`src/rtl/apb_pkg.sv`:
```
// Shared types and constants for the peripheral-bus arbiter.
package apb_pkg;

    typedef enum logic [1:0] {
        IDLE   = 2'd0,
        SETUP  = 2'd1,
        ACCESS = 2'd2,
        RESP   = 2'd3
    } apb_state_t;

    localparam int unsigned NUM_REQ   = 2;
    localparam int unsigned STB_WIDTH = 4;

endpackage

```
`src/rtl/rr_arbiter2.sv`:
```
// Two-way round-robin pick; the pointer names the requester that wins a tie
// and moves to the other requester after each completed transfer.
module rr_arbiter2
    import apb_pkg::*;
(
    input  logic               clk,
    input  logic               rst,
    input  logic [NUM_REQ-1:0] i_req,
    input  logic               i_advance,
    input  logic               i_last_gnt,
    output logic               o_gnt_c,
    output logic               o_any_c
);

    logic r_ptr;

    always_ff @(posedge clk) begin
        if (rst) begin
            r_ptr <= 1'b0;
        end else if (i_advance) begin
            r_ptr <= ~i_last_gnt;
        end
    end

    always_comb begin
        o_any_c = |i_req;
        o_gnt_c = 1'b0;
        case (i_req)
            2'b10:   o_gnt_c = 1'b1;
            2'b11:   o_gnt_c = r_ptr;
            default: o_gnt_c = 1'b0;
        endcase
    end

endmodule

```
`src/rtl/apb_arbiter.sv`:
```
// Two-requester arbiter and SETUP/ACCESS sequencer for the peripheral bus.
// Define APB_TIMEOUT_EN to abort ACCESS after TIMEOUT_CYCLES cycles without ready.
module apb_arbiter
    import apb_pkg::*;
#(
    parameter int unsigned ADDR_WIDTH     = 32,
    parameter int unsigned DATA_WIDTH     = 32,
    parameter int unsigned TIMEOUT_CYCLES = 16
) (
    input  logic                          pclk,
    input  logic                          rst,
    input  logic [NUM_REQ-1:0]            req_valid,
    input  logic [NUM_REQ*ADDR_WIDTH-1:0] req_addr,
    input  logic [NUM_REQ*DATA_WIDTH-1:0] req_wdata,
    input  logic [NUM_REQ-1:0]            req_write,
    input  logic [NUM_REQ*STB_WIDTH-1:0]  req_stb,
    output logic [NUM_REQ-1:0]            req_done,
    output logic [DATA_WIDTH-1:0]         req_rdata,
    output logic                          req_err,
    output logic [ADDR_WIDTH-1:0]         paddr,
    output logic [DATA_WIDTH-1:0]         pdata,
    output logic                          pwrite,
    output logic [STB_WIDTH-1:0]          pstb,
    output logic                          psel,
    output logic                          penable,
    input  logic [DATA_WIDTH-1:0]         prdata,
    input  logic                          ready,
    input  logic                          perr
);

    apb_state_t r_state;
    apb_state_t w_state_next;
    logic       r_gnt;
    logic       w_gnt;
    logic       w_any;
    logic       w_abort;

    rr_arbiter2 u_rr (
        .clk        (pclk),
        .rst        (rst),
        .i_req      (req_valid),
        .i_advance  (r_state == RESP),
        .i_last_gnt (r_gnt),
        .o_gnt_c    (w_gnt),
        .o_any_c    (w_any)
    );

`ifdef APB_TIMEOUT_EN
    localparam int unsigned TMO_W = $clog2(TIMEOUT_CYCLES + 1);

    logic [TMO_W-1:0] r_tmo_cnt;

    // Counts ACCESS cycles without ready; cleared while in SETUP.
    always_ff @(posedge pclk) begin
        if (rst) begin
            r_tmo_cnt <= '0;
        end else if (r_state == SETUP) begin
            r_tmo_cnt <= '0;
        end else if ((r_state == ACCESS) && !ready) begin
            r_tmo_cnt <= r_tmo_cnt + TMO_W'(1);
        end
    end

    assign w_abort = (r_state == ACCESS) && !ready &&
                     (r_tmo_cnt == TMO_W'(TIMEOUT_CYCLES - 1));
`else
    logic w_unused_tmo;
    assign w_unused_tmo = ^32'(TIMEOUT_CYCLES);
    assign w_abort      = 1'b0;
`endif

    always_ff @(posedge pclk) begin
        if (rst) begin
            r_state <= IDLE;
        end else begin
            r_state <= w_state_next;
        end
    end

    always_comb begin
        w_state_next = r_state;
        case (r_state)
            IDLE:    if (w_any) w_state_next = SETUP;
            SETUP:   w_state_next = ACCESS;
            ACCESS:  if (ready || w_abort) w_state_next = RESP;
            RESP:    w_state_next = IDLE;
            default: w_state_next = IDLE;
        endcase
    end

    // Bus registers latch on grant and hold until the next grant.
    always_ff @(posedge pclk) begin
        if (rst) begin
            r_gnt  <= 1'b0;
            paddr  <= '0;
            pdata  <= '0;
            pwrite <= 1'b0;
            pstb   <= '0;
        end else if ((r_state == IDLE) && w_any) begin
            r_gnt  <= w_gnt;
            paddr  <= w_gnt ? req_addr[ADDR_WIDTH +: ADDR_WIDTH]  : req_addr[0 +: ADDR_WIDTH];
            pdata  <= w_gnt ? req_wdata[DATA_WIDTH +: DATA_WIDTH] : req_wdata[0 +: DATA_WIDTH];
            pwrite <= w_gnt ? req_write[1] : req_write[0];
            pstb   <= w_gnt ? req_stb[STB_WIDTH +: STB_WIDTH]     : req_stb[0 +: STB_WIDTH];
        end
    end

    // Phase strobes and response outputs are registered from the next state;
    // a real ready takes precedence over a timeout in the same cycle.
    always_ff @(posedge pclk) begin
        if (rst) begin
            psel      <= 1'b0;
            penable   <= 1'b0;
            req_done  <= '0;
            req_rdata <= '0;
            req_err   <= 1'b0;
        end else begin
            psel      <= (w_state_next == SETUP) || (w_state_next == ACCESS);
            penable   <= (w_state_next == ACCESS);
            req_done  <= '0;
            req_rdata <= '0;
            req_err   <= 1'b0;
            if (w_state_next == RESP) begin
                req_done <= r_gnt ? 2'b10 : 2'b01;
                if (ready) begin
                    req_rdata <= prdata;
                    req_err   <= perr;
                end else begin
                    req_err   <= 1'b1;
                end
            end
        end
    end

endmodule
```
`config.mk`:
```
export PLATFORM = sky130hd
export DESIGN_NAME = apb_arbiter
export DESIGN_NICKNAME = d
export VERILOG_FILES = /design/src/rtl/apb_pkg.sv /design/src/rtl/rr_arbiter2.sv /design/src/rtl/apb_arbiter.sv
export SDC_FILE = /design/constraint.sdc
export NUM_CORES = 1
export LEC_CHECK = 0
export BUFFER_PORTS_ARGS = -buffer_cell sky130_fd_sc_hd__buf_2
export CAP_MARGIN = 20
export CELL_PAD_IN_SITES_DETAIL_PLACEMENT = 0
export CELL_PAD_IN_SITES_GLOBAL_PLACEMENT = 1
export CORE_MARGIN = 5
export CORE_UTILIZATION = 33
export CTS_CLUSTER_DIAMETER = 150
export DETAILED_ROUTE_END_ITERATION = 8
export PLACE_DENSITY_LB_ADDON = 0.1
export SYNTH_ARGS = -nofsm -noshare
export SYNTH_HDL_FRONTEND = slang
export SYNTH_SLANG_ARGS = --single-unit
```
`constraint.sdc`:
```
create_clock -name pclk -period 2.6 [get_ports pclk]
set_input_delay 0.13 -clock pclk [delete_from_list [all_inputs] [get_ports pclk]]
set_output_delay 0.13 -clock pclk [all_outputs]
set_load 0.02 [all_outputs]
```
-- After elaboration in Yosys (flattened, before gate mapping)
Cells that the tools add are included.
- memories kept: 0
- register bits after elaboration: 110
- bits in latches: 0
- bits of input ports: 176
- bits in read-only memories: 0
- output and inout bits: 106
- RAM bits: 0
- word-level logic and storage cells: 39
- shifts and indexed selects: 0
- multipliers: 0
- muxes and demuxes: 10
- div/mod/pow operators: 0
- equal/unequal tests: 8
- reduce and logical (&&, ||, !) cells: 6
- order comparisons: 0
- bitwise operators: 3
- add/subtract/negate cells: 0
- operators by type and width (kind ; number):
    32-bit two-way mux ; 2
    2-bit equality test, second input constant ; 6
    2-bit case mux with 4 select lines ; 1
    2-bit two-way mux ; 3
    2-bit by 1-bit equality test with 1-bit output, second input constant ; 2
    4-bit two-way mux ; 1
    2-bit OR reduction ; 2
    1-bit NOT ; 3
    3-bit OR reduction ; 1
    2-bit zero test ; 1
    1-bit two-way mux ; 2
    1-bit case mux with 2 select lines ; 1
    1-bit logical AND ; 1
    1-bit logical OR ; 1

-- Longest topological paths before layout
Gate-level depths: netlist of run 1.
- depth after elaboration: 6
- depth in mapped cells: 10
- mapped depth without buffers: 9

-- Modules after synthesis
From an unflattened synthesis of run 1, not the netlist that was laid out.
- cells, all modules: 424
- area, all modules: 4464.3 µm²
- modules (own cells, without submodules) (module ; times used ; seq. area each (µm²) ; area each (µm²) ; cells an instance):
    apb_arbiter ; 1 ; 2182.1 ; 4410.5 ; 418
    rr_arbiter2 ; 1 ; 20.0 ; 53.8 ; 6

-- Least setup slack after synthesis of run 1
OpenSTA, ideal clock, no wires.
- path type: flip-flop to flip-flop
- from: reg r_state[0]
- to: reg req_rdata[10]
- cell stages (with the launch flop): 11
- setup slack: 928 ps
- path buffers: 1
- period minus slack after synthesis: 1672 ps
- arrival time: 1557 ps
- setup time: 115 ps
- required time: 2485 ps
- cells stage by stage: dfxtp_1 inv_1 ha_1 o31ai_1 o21a_1 inv_1 ha_1 nand2b_1 nor2_1 clkbuf_1 and2_1
- word-level cells in the longest chain between the ends: 5
- elaborated cells on any way between the ends: 10
- those cells by class: 4 x eq/ne; 3 x mux; 1 x bitwise; 2 x reduce/logical
- RTL lines (what ; line ; source):
    from (decl) ; apb_arbiter.sv:31 ; apb_state_t r_state;
    from (signal assigned) ; apb_arbiter.sv:76 ; r_state <= w_state_next;
    2-bit equality test, or another cell as far along ; apb_arbiter.sv:82 ; case (r_state)
    2-bit case mux with 4 select lines (*) ; apb_arbiter.sv:82 ;
    named net w_state_next[0] ; apb_arbiter.sv:32 ; apb_state_t w_state_next;
    2-bit equality test (*) ; apb_arbiter.sv:123 ; if (w_state_next == RESP) begin
    1-bit NOT (no line) (*) ; - ;
    3-bit OR reduction (no line) (*) ; - ;
    to (signal assigned) ; apb_arbiter.sv:126 ; req_rdata <= prdata;
    to (decl) ; apb_arbiter.sv:18 ; output logic [DATA_WIDTH-1:0] req_rdata,
The timed path passes the listed nets; every way through them passes the cells marked *.
A chain may end at the register's enable or synchronous reset.

-- Final worst setup path of run 1
- from: reg r_state[0]
- to: reg req_rdata[12]
Same word-level chain as after synthesis.

==> results of run 1 <==
-- cell usage in the layout, fill, tap and decap left out --
cell and count:
bufinv_16 1, and2_1 32, a211oi_1 1, o31ai_1 1, a311oi_1 19, clkbuf_8 3, nor2b_1 3, nand2b_2 1
nor2_1 75, a21oi_1 1, nand3_1 69, buf_12 4, o21ai_1 9, a311oi_2 50, o21a_4 1, diode_2 2
dlygate4sd3_1 31, clkinv_4 1, and2b_2 1, buf_4 11, clkbuf_1 2, buf_2 280, o21a_1 1, clkbuf_16 9
o21ai_0 62, nand2b_1 1, dfxtp_1 110, ha_1 6, a32oi_1 1, inv_2 1, inv_1 6
-- power by group --
part | leakage, nW | switching [mW] | total (mW) | internal (mW)
Sequential | 0.906 | 0.135 | 2.12 | 1.98
Clock | 0.153 | 0.605 | 1.44 | 0.830
Combinational | 2.07 | 1.20 | 1.95 | 0.741
-- final cells by class --
class	instances	area share, %
clock buffer	14	3.960
sequential	110	31.83
multi-input combinational	334	32.78
timing repair buffer	326	27.09
inverter	7	0.3797
tap	184	3.327
antenna	2	0.07233
clock inverter	2	0.5606
-- worst paths after layout --
check,end,cells past startpoint
min,req_rdata[28],2
max,req_rdata[12],10
max reg2reg,req_rdata[12],10
min reg2reg,req_done[1],2
-- metrics by stage --
| step | total power [mW] | std cells |
|---|---|---|
| 6_report | 5.497 | 979 |
| 5_1_grt | 5.838 | 978 |
| 4_1_cts | 5.575 | 977 |
| 3_5_place_dp | 4.086 | 930 |
| 3_3_place_gp | 4.051 | 930 |
| 2_1_floorplan | 3.455 | 507 |
-- sequential cells by signal, summed over array words and instances (netlist names) --
signal / count
req_done: 2
req_err: 1
pwrite: 1
r_gnt: 1
pdata: 32
penable: 1
pstb: 4
u_rr.r_ptr: 1
r_state: 2
req_rdata: 32
paddr: 32
psel: 1
-- per-layer routing --
| layer | track usage (%) | share of wire [%] | routed length, um |
|---|---|---|---|
| met3 | 4.675 | 9.0 | 1544 |
| met4 | 7.683 | 2.8 | 486 |
| met2 | 32.95 | 48 | 8257 |
| met1 | 22.31 | 40 | 6896 |
| met5 | 0 | 0 | 0 |
-- synth_stat cells, drive strengths merged --
library cell    n  share of area (%)
and2           32                4.2
and2b           1               0.18
a211oi          1               0.16
nor2           75                5.9
o21a            2               0.47
ha              6                1.6
inv             7               0.55
buf            29                3.9
nand3          69                7.2
clkbuf         27                2.1
a21oi           1               0.10
a32oi           1               0.18
o31ai           1               0.16
dfxtp         110                 46
o21ai          71                7.4
a311oi         69                 19
nor2b           3               0.39
nand2b          2               0.26
-- cell families (layout without fill, tap and decap cells) --
| family | after synthesis | count (layout) |
|---|---|---|
| AO/OA/AOI/OAI | 146 | 146 |
| buffers and inverters | 63 | 349 |
| other | 0 | 2 |
| adder cells (fa/ha/maj) | 6 | 6 |
| flip-flops | 110 | 110 |
| AND/OR/NAND/NOR | 182 | 182 |
==> metrics.txt, run 1 <==
CTS max path bufs=2; post-synthesis adder-cell area fraction=1.569%; crit-path max cell delay=0.37 ns; Post-Syn Area=0.004785 mm2; reg2reg setup slack=0.68 ns; CTS Hold Buffers Added=31; Mapped Nets=689; CTS tree=yes; initial antenna violation count=1; Via Count=4,919; GRT Overall Usage=18.91%; critical path arrival=2.15 ns; setup ws final=0.6770 ns; Die Area=0.01701 mm2; family with the most delay on the worst path=simple AND/OR/NAND/NOR gates; Post-Synth Simple-Gate Area=18.12%; Max FO, Critical Path=32; headroom to the max-slew limit=60.45%; GRT overflow=0; status=finished, final reports clean; largest family of logic cells by synthesized area=compound AO/OA/AOI/OAI gates; Seq/Total Area, Yosys=46.03%; post-synth cell types=24; PwrDens=794.5 mW/mm2; peak ir drop on the vdd network=0.3515 mV; final core utilization=48.15%; DRT iter0 DRCs=230; Slowest cell on crit path=dfxtp_1; CTS resizes=0; crit end category=flip-flop; CP bufs+invs=3; Worst Tran Pin Value=0.5932 ns; Final period util=73.96%; worst min-delay path category=primary input to flip-flop; Chip Height=130.4 um; layout cells sized above 1=45.78%; final setup fails=0; Post-Synth XOR/XNOR Area=0%; hold slack=0.01029 ns; first-pass GRT wire length=25.50 mm; CP Class=flip-flop to flip-flop; reg-to-reg critical path startpoint=r_state[0]; crit path time final=1.923 ns; Sequential cell area=0.002202 mm2; Worst EP required=2.83 ns; Total Neg Setup Slack=0 ns; Clock Skew=0.006599 ns; worst path cell trace=inv_1 > ha_1 > o31ai_1 > o21a_1 > inv_1 > ha_1 > nand2b_1 > nor2_1 > buf_4 > and2_1; cells after synthesis=507; fin nets=970; vias in the first global route=4,976; Syn. warnings=0; Peak Freq=520.0 MHz; wire per inst=17.55 um; RSZ-0062 raised after global routing=false; placed instance area=0.006291 mm2; Clock Sinks=110; Die Span X=130.4 um; IO buf count=281; fin area=0.006919 mm2; gpl congestion=0.7663; Slew Limit Fails=0; Leak=3.128 nW; Clk pin slew, worst setup/hold paths=0.07 ns; pin count of the biggest net entering global routing=57; Seq cells post-synth=110; Critical Path Source=r_state[0]; Setup Buffers After CTS=0; mux cell area share after synthesis=0%; Cell Rows=44; Hold Crit Start=prdata[28]; Setup crit start kind=flip-flop; drt via density=5.025; io pins=282; filler instances=1,381; area occupied by multi-input gates=0.002268 mm2; DR pass1 iterations=4; maxcap violations=0; Compound-Gate Fraction of Synth Area=27.67%; Routed Antenna Nets=0; initial core utilization=33.30%; post-DP HPWL=12.17 mm; dpl ws=0.6624 ns; H-tree levels=3; synthesized area per cell=9.437 um2; drt total wl=17.18 mm; Final Hold Fails=0; CTS Buf Count=9; Worst-Skew Late Latency=0.34 ns; CORE AREA=0.01437 mm2; Root Buffer Master=clkbuf_16; P&R area growth vs syn=44.61%; DRC=0
(Power assumes the default switching activity.)
==> run 2: changes to the inputs <==
--- a/config.mk
+++ b/config.mk
@@ -5,12 +5,13 @@
 export SDC_FILE = /design/constraint.sdc
 export NUM_CORES = 1
 export LEC_CHECK = 0
+export ABC_AREA = 1
 export BUFFER_PORTS_ARGS = -buffer_cell sky130_fd_sc_hd__buf_2
 export CAP_MARGIN = 20
 export CELL_PAD_IN_SITES_DETAIL_PLACEMENT = 0
 export CELL_PAD_IN_SITES_GLOBAL_PLACEMENT = 1
 export CORE_MARGIN = 5
-export CORE_UTILIZATION = 33
+export CORE_UTILIZATION = 26
 export CTS_CLUSTER_DIAMETER = 150
 export DETAILED_ROUTE_END_ITERATION = 8
 export PLACE_DENSITY_LB_ADDON = 0.1
==> constraint.sdc (replaced) <==
create_clock -name pclk -period 1.72 [get_ports pclk]
set_input_delay 0.086 -clock pclk [delete_from_list [all_inputs] [get_ports pclk]]
set_output_delay 0.086 -clock pclk [all_outputs]
set_load 0.02 [all_outputs]
==> run 2 against run 1 <==
Net effect: via count rose by 11%; global-route usage fell by 2.8 points; first-iteration DRC count fell by 39%; die area rose by 29%; synthesized cell count rose by 47%; sequential cell count did not move; clock-buffer cell count fell by 5; largest power group is now combinational cells.
==> metrics.txt, run 2 <==
Syn. warnings=0 (unchanged); Worst EP required=1.98 ns (-0.85 ns); Final Hold Fails=0 (unchanged); drt via density=4.193 (-17%); Clock Sinks=110 (unchanged); drt total wl=18.16 mm (+5.7%); final core utilization=40.23% (-7.9 points); initial antenna violation count=4 (+3); wire per inst=13.99 um (-20%); peak ir drop on the vdd network=0.6899 mV (+96%); headroom to the max-slew limit=67.38% (+6.9 points); Root Buffer Master=clkbuf_16; Setup Buffers After CTS=0 (unchanged); area share of the largest cell type after synthesis=44.47% (-1.6 points); reg2reg setup slack=0.14 ns (-0.54 ns); Synth area leaders=dfxtp_1 (44%), nand3_1 (14%), inv_1 (14%); fin area=0.007525 mm2 (+8.8%); crit path time final=1.584 ns (-0.3387 ns); CTS tree=yes; DRC=0 (unchanged); grt peak-use layer=met2; Clk pin slew, worst setup/hold paths=0.08 ns (about the same); M2 GR Usage=26.99% (-6.0 points); Worst Tran Pin Value=0.4893 ns (-0.1039 ns); placed instance area=0.006635 mm2 (+5.5%); M1 GR Usage=18.84% (-3.5 points); initial core utilization=26.47% (-6.8 points); Die Span X=148.0 um (+13%); Routed Antenna Nets=0 (unchanged); Total Neg Setup Slack=0 ns (unchanged); Setup crit start kind=flip-flop; crit end category=flip-flop; final setup fails=0 (unchanged); CORE AREA=0.01871 mm2 (+30%); H-tree levels=3 (unchanged); fin nets=1,238 (+28%); Post-Syn Area=0.004952 mm2 (+3.5%); Final period util=92.11% (+18 points); gpl congestion=0.7228 (-5.7%); Post-synth EDFFs=0 (unchanged); vias in the first global route=5,375 (+8.0%); post-synth cell types=15 (-38%); pin count of the biggest net entering global routing=71 (+25%); IO buf count=281 (unchanged); most frequent cell after synthesis=inv_1; Slew Limit Fails=0 (unchanged); Leak=4.394 nW (+40%); Clock Skew=0.008169 ns (+0.001570 ns); maxcap violations=0 (unchanged); Chip Height=148.0 um (+13%); io pins=282 (unchanged); cells after synthesis=745 (+47%); CP Class=flip-flop to flip-flop; Via Count=5,442 (+11%); GRT overflow=0 (unchanged); Max FO, Critical Path=16 (-50%); critical path arrival=1.85 ns (-0.30 ns); first-pass GRT wire length=28.20 mm (+11%); GRT Overall Usage=16.14% (-2.8 points); Post-synth top cells=inv_1 (182), nand2_1 (143), nand3_1 (140); Post-synth ARST share=0% (unchanged); Die Area=0.02191 mm2 (+29%); PwrDens=1357 mW/mm2 (+71%); layout cells sized above 1=29.97% (-16 points); most common cell after layout, fill and taps aside=buf_2; post-DP HPWL=12.56 mm (+3.2%); DR pass1 iterations=5 (+1); Mapped Nets=927 (+35%); commonest cells after routing, fill and taps aside=buf_2 (281), inv_1 (182), nand2_1 (142); top_reg_cell synth=dfxtp_1; DRT iter0 DRCs=140 (-39%); CTS max path bufs=2 (unchanged); CTS Buf Count=9 (unchanged); Cell Rows=50 (+14%); met3 GRT Util=7.695% (+3.0 points); Synth area leader=dfxtp_1; status=finished, final reports clean; Peak Freq=631.2 MHz (+21%); worst min-delay path category=primary input to flip-flop; Worst-Skew Late Latency=0.36 ns (+0.02 ns); Final Power=10.21 mW (+86%); Seq cells post-synth=110 (unchanged); P&R area growth vs syn=51.95%; Top Registers=paddr: 32 flops, pdata: 32 flops, req_rdata: 32 flops; synthesized area per cell=6.647 um2 (-30%); Seq/Total Area, Yosys=44.47% (-1.6 points)
==> run 2: cell count changes after synthesis, sizes merged, moves of 6 or more <==
cell,before,now
a21oi,1,72
a311oi,69,0
and2,32,0
buf,29,23
inv,7,182
nand2,0,144
nand3,69,140
nor2,75,40
o21ai,71,4
==> run 2: through the flow <==
step	setup WS [ns]	cells	hold WS [ns]
6_report	0.1356	1298	0.01659
3_5_place_dp	0.06953	1227	0.3040
3_3_place_gp	0.06377	1227	0.2983
4_1_cts	0.04840	1293	0.0001432
5_1_grt	-0.003000	1298	0.01116
2_1_floorplan	0.02797	745	0.1769
==> run 2: where the power goes <==
| group | total (mW) | internal (mW) | leakage (nW) | switching [mW] |
|---|---|---|---|---|
| Combinational | 4.41 | 1.59 | 3.33 | 2.82 |
| Clock | 2.31 | 1.20 | 0.163 | 1.11 |
| Sequential | 3.49 | 3.21 | 0.906 | 0.278 |
==> run 2: worst paths after layout <==
path | from | endpoint | cells past startpoint
min | req_wdata[13] | pdata[13] | 5
max reg2reg | r_state[0] | req_rdata[29] | 10
min reg2reg | r_gnt | req_done[1] | 2
max | r_state[0] | req_rdata[29] | 10
==> run 2: layout make-up <==
| type | count | area, um2 |
|---|---|---|
| Antenna cell | 3 | 7.507 |
| Clock buffer | 9 | 225.2 |
| Clock inverter | 7 | 107.6 |
| Fill cell | 2011 | 11180 |
| Inverter | 182 | 683.2 |
| Multi-Input combinational cell | 406 | 1883 |
| Sequential cell | 110 | 2202 |
| Tap cell | 234 | 292.8 |
| Timing Repair Buffer | 347 | 2123 |
==> run 2: cells by family (layout without fill, tap and decap cells) <==
logic type,Yosys count,in the layout,share of synthesized area [%]
fa+ha+maj,6,6,1.516
compound gates,76,76,7.756
flops,110,110,44.47
other cells,0,3,0
simple gates,324,324,28.20
buf+inv,229,545,18.06
==> run 2: routing by layer <==
layer  vias up  wire length, um  part of all wire [%]
met5         -               13                 0.072
met4         2              250                   1.4
met3        13             1839                    10
met2       188             8572                    47
met1      2376             7482                    41
li1       2863                -                     -
==> run 2: what timing repair did <==
| action | in CTS | in global routing |
|---|---|---|
| endpoints found under the setup margin | 0 | 32 |
| hold endpoints to repair | 49 | 0 |
| hold buffers | 50 | 0 |
| resized for setup | 0 | 3 |
==> run 2: worst max-delay path, cell delays in order (launching register included) <==
cell     delay (ns)
dfxtp_1        0.35
inv_1          0.09
ha_1           0.19
o21ai_0        0.07
nand2_1        0.06
o21ai_1        0.11
inv_1          0.06
ha_1           0.22
nand3_4        0.13
buf_12         0.16
nor2_1         0.05
==> run 3: changes to the inputs <==
--- a/config.mk
+++ b/config.mk
@@ -11,7 +11,7 @@
 export CELL_PAD_IN_SITES_DETAIL_PLACEMENT = 0
 export CELL_PAD_IN_SITES_GLOBAL_PLACEMENT = 1
 export CORE_MARGIN = 5
-export CORE_UTILIZATION = 26
+export CORE_UTILIZATION = 29
 export CTS_CLUSTER_DIAMETER = 150
 export DETAILED_ROUTE_END_ITERATION = 8
 export PLACE_DENSITY_LB_ADDON = 0.1
==> constraint.sdc (replaced) <==
create_clock -name pclk -period 1.5 [get_ports pclk]
set_input_delay 0.075 -clock pclk [delete_from_list [all_inputs] [get_ports pclk]]
set_output_delay 0.075 -clock pclk [all_outputs]
set_load 0.02 [all_outputs]
==> run 3 against run 2 <==
Net effect: clock skew is 0.00083 ns lower; first-iteration DRC count grew 27%; critical endpoint is now req_rdata[23]; sequential power up 15%.
==> metrics.txt, run 3 (synthesized netlist as in run 2, its figures left out) <==
CP bufs+invs=3 (unchanged); Worst EP required=1.80 ns (-0.18 ns); post-DP HPWL=12.31 mm (-2.0%); M2 GR Usage=29.49% (+2.5 points); Final period util=98.04% (+5.9 points); vias in the first global route=5,392 (+0.32%); DRC=0 (unchanged); initial antenna violation count=3 (-1); Antenna Cells=0 (-3); critical path arrival=1.77 ns (-0.08 ns); Max FO, Critical Path=8 (-8); CTS Buf Count=9 (unchanged); filler instances=1,748 (-13%); grt peak-use layer=met2; Final Hold Fails=0 (unchanged); first-pass GRT wire length=27.48 mm (-2.6%); status=finished, final reports clean; initial core utilization=29.76% (+3.3 points); CP Class=flip-flop to flip-flop; Critical Path Source=r_state[1]; CORE AREA=0.01664 mm2 (-11%); Worst-Skew Late Latency=0.35 ns (about the same); drt via density=4.211 (+0.44%); crit-path max cell delay=0.39 ns (+0.04 ns); Die Area=0.01979 mm2 (-9.7%); CTS max path bufs=2 (unchanged); CTS tree=yes; setup ws final=0.02933 ns (-0.1063 ns); most common cell after layout, fill and taps aside=buf_2; Peak Freq=680.0 MHz (+7.7%); Root Buffer Master=clkbuf_16; peak ir drop on the vdd network=0.7918 mV (+15%); pin count of the biggest net entering global routing=58 (-18%); Hold Crit Start=req_addr[30]; dpl ws=-0.05588 ns (-0.1254 ns); Via Count=5,487 (+0.83%); Clk pin slew, worst setup/hold paths=0.08 ns (about the same); headroom to the max-slew limit=74.79% (+7.4 points); Slowest cell on crit path=dfxtp_4; Cell Rows=47 (-6.0%); fin nets=1,260 (+1.8%); family with the most delay on the worst path=adder cells; Routed Antenna Nets=0 (unchanged); M1 GR Usage=19.89% (+1.1 points); met3 GRT Util=5.858% (-1.8 points); worst min-delay path category=primary input to flip-flop; hold depth=5 (unchanged); DRT iter0 DRCs=178 (+27%); Non-Filler Instances=1,303 (+0.39%); wire per inst=13.64 um (-2.5%); WP depth=7 (-3); Slew Limit Fails=0 (unchanged); worst path cell trace=inv_4 > ha_2 > ha_4 > nand3_4 > buf_6 > clkbuf_16 > nor2_1; GRT Overall Usage=17.03% (+0.89 points); layout cells sized above 1=32.04% (+2.1 points); hold slack=0.005636 ns (-0.01095 ns); R2R depth=7 (-3); DR pass1 iterations=4 (-1); Setup crit start kind=flip-flop; reg-to-reg critical path startpoint=r_state[1]; final setup fails=0 (unchanged); Placed Instances=1,219 (-0.65%); P&R area growth vs syn=58.31%; Leak=4.536 nW (+3.2%); Top Registers=paddr: 32 flops, pdata: 32 flops, req_rdata: 32 flops; maxcap violations=0 (unchanged); crit end category=flip-flop; crit path time final=1.471 ns (-0.1137 ns); Die Span X=140.7 um (-5.0%); Clock Sinks=110 (unchanged); GRT overflow=0 (unchanged); IO buf count=281 (unchanged); RSZ-0062 raised after global routing=true; io pins=282 (unchanged); H-tree levels=3 (unchanged); Clock Skew=0.007342 ns (-0.0008272 ns); Worst Tran Pin Value=0.3782 ns (-0.1111 ns); Chip Height=140.7 um (-5.0%); drt total wl=17.77 mm (-2.1%); commonest cells after routing, fill and taps aside=buf_2 (281), inv_1 (178), nand2_1 (141); PwrDens=1540 mW/mm2 (+14%); Final Power=12.08 mW (+18%); gpl congestion=0.7694 (+6.4%)
[run 3: cell count changes in the layout (fill, tap and decap cells not counted), sizes merged]
cell,change
buf,+11
bufbuf,+1
bufinv,-1
clkbuf,+1
clkinv,+1
diode,-3
dlygate4sd3,+9
[run 3: repair_timing]
| item | in CTS | in global routing |
|---|---|---|
| gates resized for setup | 9 | 18 |
| hold endpoints to repair | 58 | 1 |
| setup buffers | 3 | 4 |
| pin swaps | 1 | 6 |
| gates cloned | 2 | 2 |
| hold buffers | 58 | 1 |
| endpoints found under the setup margin | 33 | 87 |
[run 3: cell type report]
| class | instances | area, um2 | area share, % |
|---|---|---|---|
| clock buffers | 9 | 225.2 | 2.873 |
| inverters | 182 | 688.2 | 8.778 |
| multi-input cells | 406 | 1941 | 24.75 |
| clock inverters | 7 | 83.83 | 1.069 |
| well taps | 220 | 275.3 | 3.511 |
| flip-flops and latches | 110 | 2207 | 28.15 |
| repair buffers | 369 | 2420 | 30.86 |
[run 3: path summary, 6_finish.rpt]
| path | to | slack [ns] |
|---|---|---|
| setup reg to reg | req_rdata[23] | 0.03 |
| hold / removal | paddr[30] | 0.006 |
| hold reg to reg | req_done[1] | 0.48 |
| setup / recovery | req_rdata[23] | 0.03 |
[run 3: power by group]
| group | leakage (nW) | switching [mW] | internal, mW |
|---|---|---|---|
| combinational | 3.48 | 3.36 | 2.22 |
| sequential | 0.906 | 0.336 | 3.69 |
| clock | 0.151 | 1.27 | 1.20 |
[run 3: per-layer routing]
metal	share of wire (%)	vias to the layer above
met1	41	2361
met4	1.7	6
met5	0.18	-
li1	-	2911
met3	9.3	22
met2	48	187
[run 3: stage by stage]
step	utilization, %	area [um2]	TNS (ns)
4_1_cts	46.39	7721	-0.04619
3_5_place_dp	40.37	6718	-1.588
2_1_floorplan	-	4987	0
6_report	47.11	7840	0
5_1_grt	47.11	7840	-0.5887
3_3_place_gp	40.37	6718	-0.1805
[run 3: tightest hold or removal path, delay by kind of cell]
family | cells | cell delay (ns)
and+or+nand+nor | 3 | 0.15
buffers and inverters | 2 | 0.11
